<file path="src/rtl/mantissa_normalize_round_pkg.sv">
// Shared definitions for the mantissa normalize/round block.
// Holds the default significand and exponent widths, the largest biased
// exponent, the FSM state encoding, the shifter mode encoding and the
// round-to-nearest-even decision helper.
package mantissa_normalize_round_pkg;

  localparam int MANT_W_DEF = 24;  // significand width including hidden bit
  localparam int EXP_W_DEF  = 8;   // biased exponent width
  localparam int EXP_MAX    = 255; // all-ones exponent at the default width

  typedef enum logic [1:0] {
    ST_IDLE  = 2'd0,
    ST_NORM  = 2'd1,
    ST_ROUND = 2'd2,
    ST_DONE  = 2'd3
  } state_e;

  typedef enum logic [1:0] {
    SH_HOLD  = 2'd0,
    SH_LOAD  = 2'd1,
    SH_LEFT  = 2'd2,
    SH_RIGHT = 2'd3
  } shift_mode_e;

  // Round to nearest, ties to even: bump when the guard bit is set and the
  // discarded part is above half, or exactly half with an odd LSB.
  function automatic logic rne_increment(input logic guard, input logic round,
                                         input logic sticky, input logic lsb);
    return guard & (round | sticky | lsb);
  endfunction

endpackage

</file>
<file path="src/rtl/normalize_shift_register.sv">
// Working register for normalization: {carry, mantissa[MANT_W-1:0], G, R}
// plus a separate sticky bit.
// Ports:
//   clk_i      - clock, rising edge
//   rst_ni     - asynchronous active-low clear
//   mode_i     - SH_HOLD / SH_LOAD / SH_LEFT / SH_RIGHT
//   mant_i     - raw sum to load (bit MANT_W is the carry-out)
//   guard_i, round_i, sticky_i - GRS bits to load
//   vec_o      - {carry, mantissa, G, R}
//   sticky_o   - sticky bit
module normalize_shift_register
  import mantissa_normalize_round_pkg::*;
#(
  parameter int MANT_W = MANT_W_DEF
) (
  input  logic              clk_i,
  input  logic              rst_ni,
  input  shift_mode_e       mode_i,
  input  logic [MANT_W:0]   mant_i,
  input  logic              guard_i,
  input  logic              round_i,
  input  logic              sticky_i,
  output logic [MANT_W+2:0] vec_o,
  output logic              sticky_o
);

  logic [MANT_W+2:0] vec_q, vec_d;
  logic              sticky_q, sticky_d;

  always_comb begin
    vec_d    = vec_q;
    sticky_d = sticky_q;
    case (mode_i)
      SH_LOAD: begin
        vec_d    = {mant_i, guard_i, round_i};
        sticky_d = sticky_i;
      end
      // Left: mantissa LSB takes G, G takes R, R fills with 0; sticky held.
      SH_LEFT:  vec_d = {vec_q[MANT_W+1:0], 1'b0};
      // Right: the bit falling off R is folded into sticky.
      SH_RIGHT: begin
        vec_d    = {1'b0, vec_q[MANT_W+2:1]};
        sticky_d = sticky_q | vec_q[0];
      end
      default: ;
    endcase
  end

  always_ff @(posedge clk_i or negedge rst_ni) begin
    if (!rst_ni) begin
      vec_q    <= '0;
      sticky_q <= 1'b0;
    end else begin
      vec_q    <= vec_d;
      sticky_q <= sticky_d;
    end
  end

  assign vec_o    = vec_q;
  assign sticky_o = sticky_q;

endmodule

</file>
<file path="src/rtl/mantissa_normalize_round.sv">
// Normalizes the raw sum of a floating-point adder one bit per cycle and
// rounds it to nearest-even, producing a stored fraction, biased exponent
// and result-class flags.
// Ports:
//   Clk, Clear_n          - clock (rising edge), async active-low reset
//   start                 - request; sampled only while idle
//   mant_in               - raw sum, bit MANT_W = carry, bit MANT_W-1 = hidden
//   exp_in                - biased exponent (1..max-1)
//   guard_in/round_in/sticky_in - GRS from alignment
//   busy                  - operation in flight
//   done                  - one-cycle pulse, results valid
//   mant_out, exp_out     - fraction (hidden bit removed), biased exponent
//   zero, overflow, denorm - result-class flags
//   dbg_state             - current FSM state
//
// Handshake: a start seen while idle is accepted on that rising edge and
// busy rises with it; start at any other time is dropped. busy falls on
// the same edge that raises done, done lasts exactly one cycle, and a new
// start may be presented during that done cycle. Results stay stable
// until they are replaced by the next operation's results.
module mantissa_normalize_round
  import mantissa_normalize_round_pkg::*;
#(
  parameter int MANT_W = MANT_W_DEF,
  parameter int EXP_W  = EXP_W_DEF
) (
  input  logic              Clk,
  input  logic              Clear_n,
  input  logic              start,
  input  logic [MANT_W:0]   mant_in,
  input  logic [EXP_W-1:0]  exp_in,
  input  logic              guard_in,
  input  logic              round_in,
  input  logic              sticky_in,
  output logic              busy,
  output logic              done,
  output logic [MANT_W-2:0] mant_out,
  output logic [EXP_W-1:0]  exp_out,
  output logic              zero,
  output logic              overflow,
  output logic              denorm,
  output state_e            dbg_state
);

  // One extra exponent bit so a rounding carry out of the top exponent
  // cannot wrap back into range.
  localparam int XE_W = EXP_W + 1;
  localparam logic [XE_W-1:0] EXP_TOP = XE_W'((1 << EXP_W) - 1);

  state_e state_q, state_d;
  logic [XE_W-1:0] exp_q, exp_d;
  logic            wzero_q, wzero_d;   // working zero flag
  logic            wden_q, wden_d;     // working denormal flag
  logic            busy_q, busy_d;
  logic            done_q, done_d;
  logic [MANT_W-2:0] mant_out_q, mant_out_d;
  logic [EXP_W-1:0]  exp_out_q, exp_out_d;
  logic              zero_q, zero_d;
  logic              ovf_q, ovf_d;
  logic              den_q, den_d;

  shift_mode_e       sh_mode;
  logic [MANT_W+2:0] vec;
  logic              sticky;

  normalize_shift_register #(
    .MANT_W (MANT_W)
  ) u_shift (
    .clk_i    (Clk),
    .rst_ni   (Clear_n),
    .mode_i   (sh_mode),
    .mant_i   (mant_in),
    .guard_i  (guard_in),
    .round_i  (round_in),
    .sticky_i (sticky_in),
    .vec_o    (vec),
    .sticky_o (sticky)
  );

  // Field views of the working vector.
  logic              w_carry;
  logic [MANT_W-1:0] w_mant;
  logic              w_guard;
  logic              w_round;

  assign w_carry = vec[MANT_W+2];
  assign w_mant  = vec[MANT_W+1:2];
  assign w_guard = vec[1];
  assign w_round = vec[0];

  // Rounding incrementer.
  logic              rnd_inc;
  logic [MANT_W:0]   rnd_sum;
  logic [XE_W-1:0]   rnd_exp;
  logic              rnd_den;
  logic              rnd_ovf;

  always_comb begin
    rnd_inc = rne_increment(w_guard, w_round, sticky, w_mant[0]);
    rnd_sum = {1'b0, w_mant} + {{MANT_W{1'b0}}, rnd_inc};
    rnd_exp = exp_q;
    rnd_den = wden_q;
    if (rnd_sum[MANT_W]) begin
      // 1.111..1 rounded up: the fraction bits of the sum are already all
      // zero, which is exactly 1.000..0 one binade higher.
      rnd_exp = exp_q + XE_W'(1);
    end else if (wden_q && rnd_sum[MANT_W-1]) begin
      // Largest denormal rounded into the smallest normal.
      rnd_exp = XE_W'(1);
      rnd_den = 1'b0;
    end
    rnd_ovf = (rnd_exp >= EXP_TOP);
  end

  // FSM next state, exponent counter and result capture.
  always_comb begin
    state_d    = state_q;
    exp_d      = exp_q;
    wzero_d    = wzero_q;
    wden_d     = wden_q;
    busy_d     = busy_q;
    done_d     = 1'b0;
    mant_out_d = mant_out_q;
    exp_out_d  = exp_out_q;
    zero_d     = zero_q;
    ovf_d      = ovf_q;
    den_d      = den_q;
    sh_mode    = SH_HOLD;

    case (state_q)
      ST_IDLE: begin
        if (start) begin
          sh_mode = SH_LOAD;
          exp_d   = {1'b0, exp_in};
          wzero_d = 1'b0;
          wden_d  = 1'b0;
          busy_d  = 1'b1;
          state_d = ST_NORM;
        end
      end

      ST_NORM: begin
        if (w_carry) begin
          sh_mode = SH_RIGHT;
          exp_d   = exp_q + XE_W'(1);
          state_d = ST_ROUND;
        end else if (w_mant == '0 && !w_guard && !w_round) begin
          exp_d   = '0;
          wzero_d = 1'b1;
          state_d = ST_ROUND;
        end else if (w_mant[MANT_W-1]) begin
          state_d = ST_ROUND;
        end else if (exp_q <= XE_W'(1)) begin
          // Cannot shift further without leaving the exponent range.
          exp_d   = '0;
          wden_d  = 1'b1;
          state_d = ST_ROUND;
        end else begin
          sh_mode = SH_LEFT;
          exp_d   = exp_q - XE_W'(1);
        end
      end

      ST_ROUND: begin
        zero_d  = wzero_q;
        ovf_d   = rnd_ovf;
        if (rnd_ovf) begin
          mant_out_d = '0;
          exp_out_d  = EXP_TOP[EXP_W-1:0];
          den_d      = 1'b0;
        end else begin
          mant_out_d = rnd_sum[MANT_W-2:0];
          exp_out_d  = rnd_exp[EXP_W-1:0];
          den_d      = rnd_den;
        end
        state_d = ST_DONE;
      end

      ST_DONE: begin
        done_d  = 1'b1;
        busy_d  = 1'b0;
        state_d = ST_IDLE;
      end

      default: state_d = ST_IDLE;
    endcase
  end

  always_ff @(posedge Clk or negedge Clear_n) begin
    if (!Clear_n) begin
      state_q    <= ST_IDLE;
      exp_q      <= '0;
      wzero_q    <= 1'b0;
      wden_q     <= 1'b0;
      busy_q     <= 1'b0;
      done_q     <= 1'b0;
      mant_out_q <= '0;
      exp_out_q  <= '0;
      zero_q     <= 1'b0;
      ovf_q      <= 1'b0;
      den_q      <= 1'b0;
    end else begin
      state_q    <= state_d;
      exp_q      <= exp_d;
      wzero_q    <= wzero_d;
      wden_q     <= wden_d;
      busy_q     <= busy_d;
      done_q     <= done_d;
      mant_out_q <= mant_out_d;
      exp_out_q  <= exp_out_d;
      zero_q     <= zero_d;
      ovf_q      <= ovf_d;
      den_q      <= den_d;
    end
  end

  assign busy      = busy_q;
  assign done      = done_q;
  assign mant_out  = mant_out_q;
  assign exp_out   = exp_out_q;
  assign zero      = zero_q;
  assign overflow  = ovf_q;
  assign denorm    = den_q;
  assign dbg_state = state_q;

endmodule
</file>
<file path="config.mk">
export PLATFORM = sky130hd
export DESIGN_NAME = mantissa_normalize_round
export DESIGN_NICKNAME = d
export VERILOG_FILES = /design/src/rtl/mantissa_normalize_round_pkg.sv /design/src/rtl/normalize_shift_register.sv /design/src/rtl/mantissa_normalize_round.sv
export SDC_FILE = /design/constraint.sdc
export NUM_CORES = 1
export LEC_CHECK = 0
export CORE_MARGIN = 3
export CORE_UTILIZATION = 40
export DETAILED_ROUTE_END_ITERATION = 12
export RECOVER_POWER = 100
export SLEW_MARGIN = 20
export SYNTH_ARGS = -nofsm -noshare
export SYNTH_HDL_FRONTEND = slang
export SYNTH_SLANG_ARGS = --single-unit
</file>
<file path="constraint.sdc">
create_clock -name Clk -period 2.7 [get_ports Clk]
set_clock_uncertainty 0.05 [all_clocks]
set_input_delay 0.54 -clock Clk [delete_from_list [all_inputs] [get_ports Clk]]
set_output_delay 0.54 -clock Clk [all_outputs]
set_load 0.02 [all_outputs]
</file>
======== Word level (Yosys, flattened, before mapping) ========
Cells that the tools add are included.
word-level totals
  output and inout bits ................... 38
  bits in registers ....................... 77
  bits of input ports ..................... 39
  logic and storage cells ................. 90
operators by class
  $lt $le $gt $ge ......................... 2
  $add $sub $neg .......................... 3
  bitwise operators ....................... 3
  mux-type cells .......................... 39
  equality and inequality tests ........... 14
  reductions and logical operators ........ 16
operators by type and width
  operator                                                                             number
  27-bit case mux with 3 select lines                                                  1
  9-bit 2-to-1 mux                                                                     7
  24-bit by 1-bit adder with 25-bit output                                             1
  24-bit zero test                                                                     1
  23-bit 2-to-1 mux                                                                    1
  2-bit 2-to-1 mux                                                                     9
  9-bit case mux with 2 select lines                                                   1
  1-bit 2-to-1 mux                                                                     13
  2-bit != test, second input constant                                                 6
  9-bit by 1-bit adder with 9-bit output, second input constant                        1
  9-bit by 8-bit greater-or-equal comparator with 1-bit output, second input constant  1
  9-bit by 1-bit <= comparator with 1-bit output, second input constant                1
  9-bit by 1-bit subtractor with 9-bit output, second input constant                   1
  2-bit == test, second input constant                                                 4
  8-bit 2-to-1 mux                                                                     1
  1-bit case mux with 2 select lines                                                   4
  2-bit case mux with 4 select lines                                                   1
  6-bit AND reduction                                                                  1
  2-bit nonzero test                                                                   3
  5-bit by 3-bit != test with 1-bit output, second input constant                      1
  2-bit by 1-bit == test with 1-bit output, second input constant                      2
  4-bit by 3-bit != test with 1-bit output, second input constant                      1
  2-bit case mux with 2 select lines                                                   1
  2-bit AND reduction                                                                  2
  other kinds (8)                                                                      12

======== Depth between registers and ports, before layout ========
  depth in word-level cells ............... 9
  depth in mapped cells ................... 12
  depth with buffers taken out ............ 8

======== Modules after synthesis ========
Synthesis repeated with hierarchy kept, for this count alone.
second synthesis, totals
  cells, all modules ...................... 418
  area, all modules ....................... 4677.0 µm²
modules (own cells, without submodules)
  module                    cells each  instances  sequential area each (µm²)  area an instance (µm²)
  mantissa_normalize_round  349         1          1226.2                      3286.9
  normalize_shift_register  69          1          700.7                       1390.1

======== Least setup slack after synthesis ========
OpenSTA, ideal clock, no wires.
  kind .................................... register to register
  start point ............................. register u_shift.vec_q[2], in the netlist u_shift.vec_o[2]
  end point ............................... register mant_out_q[10], in the netlist mant_out[10]
  data required time ...................... 2.522 ns
  stages on the path, launching flop included .. 12
  path slack .............................. 0.323 ns
  setup time .............................. 0.128 ns
  arrival ................................. 2.198 ns
  period minus slack after synthesis ...... 2.377 ns
  buffers on the path ..................... 3
  cell sequence ........................... dfrtp_1 > buf_2 > and2_1 > ha_1 > nand4_1 > nor2_1 > o21bai_1 > a311o_1 > clkbuf_1 > buf_2 > nor4_1 > a21oi_1
on the way
  longest elaborated chain between the ends .. 8
ends and longest elaborated chain
  item                                                          RTL line                            text
  from (decl)                                                   normalize_shift_register.sv:27      logic [MANT_W+2:0] vec_q, vec_d;
  from (signal assigned)                                        normalize_shift_register.sv:54      vec_q <= vec_d;
  1-bit OR                                                      mantissa_normalize_round_pkg.sv:29  return guard & (round | sticky | lsb);
  1-bit AND                                                     mantissa_normalize_round_pkg.sv:29
  24-bit by 1-bit adder with 25-bit output (*)                  mantissa_normalize_round.sv:100     rnd_sum = {1'b0, w_mant} + {{MANT_W{1'b0}}, rnd_inc};
  1-bit logical AND                                             mantissa_normalize_round.sv:107     end else if (wden_q && rnd_sum[MANT_W-1]) begin
  9-bit 2-to-1 mux                                              mantissa_normalize_round.sv:107
  9-bit 2-to-1 mux                                              mantissa_normalize_round.sv:103     if (rnd_sum[MANT_W]) begin
  9-bit by 8-bit greater-or-equal comparator with 1-bit output  mantissa_normalize_round.sv:112     rnd_ovf = (rnd_exp >= EXP_TOP);
  23-bit 2-to-1 mux (*)                                         mantissa_normalize_round.sv:167     if (rnd_ovf) begin
  to (signal assigned)                                          mantissa_normalize_round.sv:209     mant_out_q <= mant_out_d;
  to (decl)                                                     mantissa_normalize_round.sv:56      logic [MANT_W-2:0] mant_out_q, mant_out_d;
Every way passes the cells marked *; elsewhere a longest branch is shown, timed or not.
A chain may end at the register's enable or synchronous reset.

======== Worst setup path in the final report ========
  start point ............................. register u_shift.vec_q[3], in the netlist u_shift.vec_o[3]
  end point ............................... register mant_out_q[1], in the netlist mant_out[1]
on the way
  longest elaborated chain between the ends .. 6
ends and longest elaborated chain
  item                                                          RTL line
  24-bit by 1-bit adder with 25-bit output (*)                  mantissa_normalize_round.sv:100
  1-bit logical AND                                             mantissa_normalize_round.sv:107
  9-bit 2-to-1 mux                                              mantissa_normalize_round.sv:107
  9-bit 2-to-1 mux                                              mantissa_normalize_round.sv:103
  9-bit by 8-bit greater-or-equal comparator with 1-bit output  mantissa_normalize_round.sv:112
  23-bit 2-to-1 mux (*)                                         mantissa_normalize_round.sv:167
Marked as above.

==> impl_metrics.csv <==
group,metric,value,unit
worst_setup_path,startpoint_type,"flip-flop",
cts,clk_pin_slew_worst_paths,60,ps
synth,synth_edf_count,0,
timing,hold_viol_final,0,
timing,relSlewSlack,-0.174,
die,io-pin-count,77,
drt,vias_per_cell,5.74,
pwr,switching_share,0.459,
synth,synth_ff_type,"dfrtp_1",
synth,synthArstFlopShare,1.00,
timing,post-route-min-period,2590,ps
pwr,p_int,0.00458,W
die,fp.dieW,121,µm
grt,first_global_vias,4757,
die,start_util,0.414,
drt,drtIter0Drc,573,
finish,syn_to_final_growth,25.8,%
timing,period_share,0.960,
finish,nNetsFinal,768,
timing,setup_ws,109,ps
pwr,powerDensity,1270,mW/mm²
min_path,hold_path_class,"flip-flop to flip-flop",
finish,insertedDiodeCount,0,
pwr,p_clk_frac,0.149,
synth,synth_nets,701,
pwr,p_leak,2.82,nW
outcome,violations,"capacitance limit, slew limit",
drt,vias,5152,
grt,antenna_found_initial,0,
synth,synth_cells,654,
cts,htree_levels,3,
cts,clockRootBuffer,"clkbuf_16",
pwr,p_comb_frac,0.579,
drt,first_pass_iters,5,
pwr,switching_power,0.00388,W
pwr,ir_worst_vdd,0.000488,V
drt,wl_per_cell,16.9,µm
synth,synth_common_cells,"114 x nand2_1, 77 x dfrtp_1, 51 x a31oi_1",
job,maxCapViolCount,1,
cts,cts_tree,"yes",
cts,clkSinkCount,77,
synth,syn_area,0.00529,mm²
place,gp_congestion,0.922,
grt,gr-total-overflow,0,
die,die_h,121,µm
die,rows,41,
synth,synth_warnings,0,
timing,maxSlewViolCount,33,
cts,clock_path_buffers,2,
cts,cts_buffers,9,
worst_setup_path,crit_required,2860,ps
worst_setup_path,worstSetupEndpointType,"flip-flop",
synth,ys_types,60,
worst_setup_path,cp_max_fo,25,
pwr,p_seq_frac,0.272,
synth,synth_top_cell_area_share,0.364,
timing,fmax,0.386,GHz
grt,grt_usage,0.212,
timing,setup_viol,0,
grt,grt_max_degree,47,
grt,grt_pass1_wl,24.9,mm
place,port_buffers,76,
synth,synth-seq-cells,77,
place,hpwl,10.7,mm
die,dieArea,0.0146,mm²
synth,synthTopCellsByArea,"dfrtp_1 36%, nand2_1 8.1%, a31oi_1 6.0%, nor4_1 4.1%, a21oi_1 3.9%",
drt,ant_nets,0,
drt,wirelength,15.2,mm
outcome,status,"complete, but fails checks",
timing,worst_slew_pin_slew,1760,ps
synth,avgSynthCellArea,8.09,µm²
synth,yosys.area.top_type,"dfrtp_1",
worst_setup_path,r2r_setup_slack,110,ps
place,place_ws,36.6,ps
synth,yosysSeqAreaShare,0.364,
worst_setup_path,crit_type,"flip-flop to flip-flop",
cts,insertion_delay,340,ps
synth,synthMostInstantiatedCell,"nand2_1",
timing,setup_tns,0,ps
finish,n_fill_cell,1227,
cts,ctsHoldBuffers,0,
worst_setup_path,crit_arrival,2750,ps
pwr,p_total,0.00847,W
drt,drcViolationCount,0,
finish,layout-drive-gt1-share,0.120,
die,coreArea,0.0128,mm²
worst paths after layout:
| kind | from | end | cells after the start |
|---|---|---|---|
| setup / recovery | u_shift.vec_o[3] | mant_out[1] | 9 |
| hold / removal | u_shift.sticky_o | u_shift.sticky_o | 1 |
| setup reg to reg | u_shift.vec_o[3] | mant_out[1] | 9 |
| hold reg to reg | u_shift.sticky_o | u_shift.sticky_o | 1 |
| max in group asynchronous | Clear_n | exp_q[0] | 2 |
| min in group asynchronous | Clear_n | mant_out[7] | 1 |
layout by cell type (no fill, tap or decap), types with 3 or more instances in the layout:
cell,instances
clkbuf_8,3
ha_1,7
a21o_1,3
clkbuf_16,9
nor4_2,8
and4_1,4
a22o_1,5
buf_4,36
inv_1,19
xor2_1,10
and3_1,30
o21a_1,4
clkdlybuf4s50_1,36
o21ai_0,18
clkbuf_1,4
o22ai_1,6
or3_1,3
dfrtp_1,77
mux2i_1,4
nor3_1,5
a31oi_1,51
nor2_1,23
nand4_1,6
nand2b_1,7
dlygate4sd3_1,39
nand2_1,114
nor2b_1,26
nand3_1,22
o32a_1,3
o32ai_1,3
nor4_1,28
a21oi_1,41
o221a_2,3
and2_1,5
xnor2_1,15
worst max-delay path: stages (launching register included):
cell and delay [ps]:
dfrtp_1 530, ha_2 270, nand4_1 250, nor3_4 350
buf_4 160, and2_1 130, nand3_1 130, a211oi_4 300
buf_12 200, a21oi_1 90
cell type report:
class | count | area, µm² | share of cell area
clock buffer | 13 | 270 | 0.0406
clock inverter | 3 | 42.5 | 0.00639
inverter | 19 | 71.3 | 0.0107
multi-input combinational | 495 | 3040 | 0.456
sequential | 77 | 1930 | 0.290
tap | 172 | 215 | 0.0323
timing repair buffer | 119 | 1090 | 0.164
what timing repair did:
action                                  CTS  global route
setup buffers                             0             4
endpoints found under the setup margin    0            25
gates resized for setup                   0            10
routing by layer:
metal	wire length (µm)	vias up	GRT usage
met4	305	0	0.0722
met5	0	-	0
met3	986	21	0.0284
met1	7300	2467	0.320
met2	6600	182	0.310
li1	-	2482	-
flip-flops by register name, summed over array words and instances, names as in the netlist:
signal            flops
busy                  1
dbg_state             2
denorm                1
done                  1
exp_out               8
exp_q                 9
mant_out             23
overflow              1
u_shift.sticky_o      1
u_shift.vec_o        27
wden_q                1
wzero_q               1
zero                  1
cell families after synthesis:
family                   after synthesis  synth area share
multiplexers                           6            0.0118
AND/OR/NAND/NOR                      296             0.294
flip-flops                            77             0.364
AO/OA/AOI/OAI                        160             0.197
buffers and inverters                 82            0.0731
XOR/XNOR                              25            0.0414
adder cells (fa/ha/maj)                8            0.0189
metrics by stage:
step / util / instances / cell area [µm²] / hold slack [ps]
6_report: 0.521 / 898 / 6660 / 461
4_1_cts: 0.517 / 894 / 6610 / 111
3_3_place_gp: 0.493 / 878 / 6290 / 430
3_5_place_dp: 0.493 / 878 / 6290 / 447
2_1_floorplan: - / 654 / 5290 / 194
5_1_grt: 0.521 / 898 / 6660 / 481
power groups by stage:
stage / clock network (W) / registers [W] / logic, W
finish: 0.00126 / 0.00231 / 0.00490
global route: 0.00133 / 0.00239 / 0.00541
CTS: 0.00128 / 0.00231 / 0.00495
detailed placement: 0 / 0.00233 / 0.00493
global placement: 0 / 0.00231 / 0.00485
floorplan: 0 / 0.00239 / 0.00315
Power figures use the tool's default switching activity.
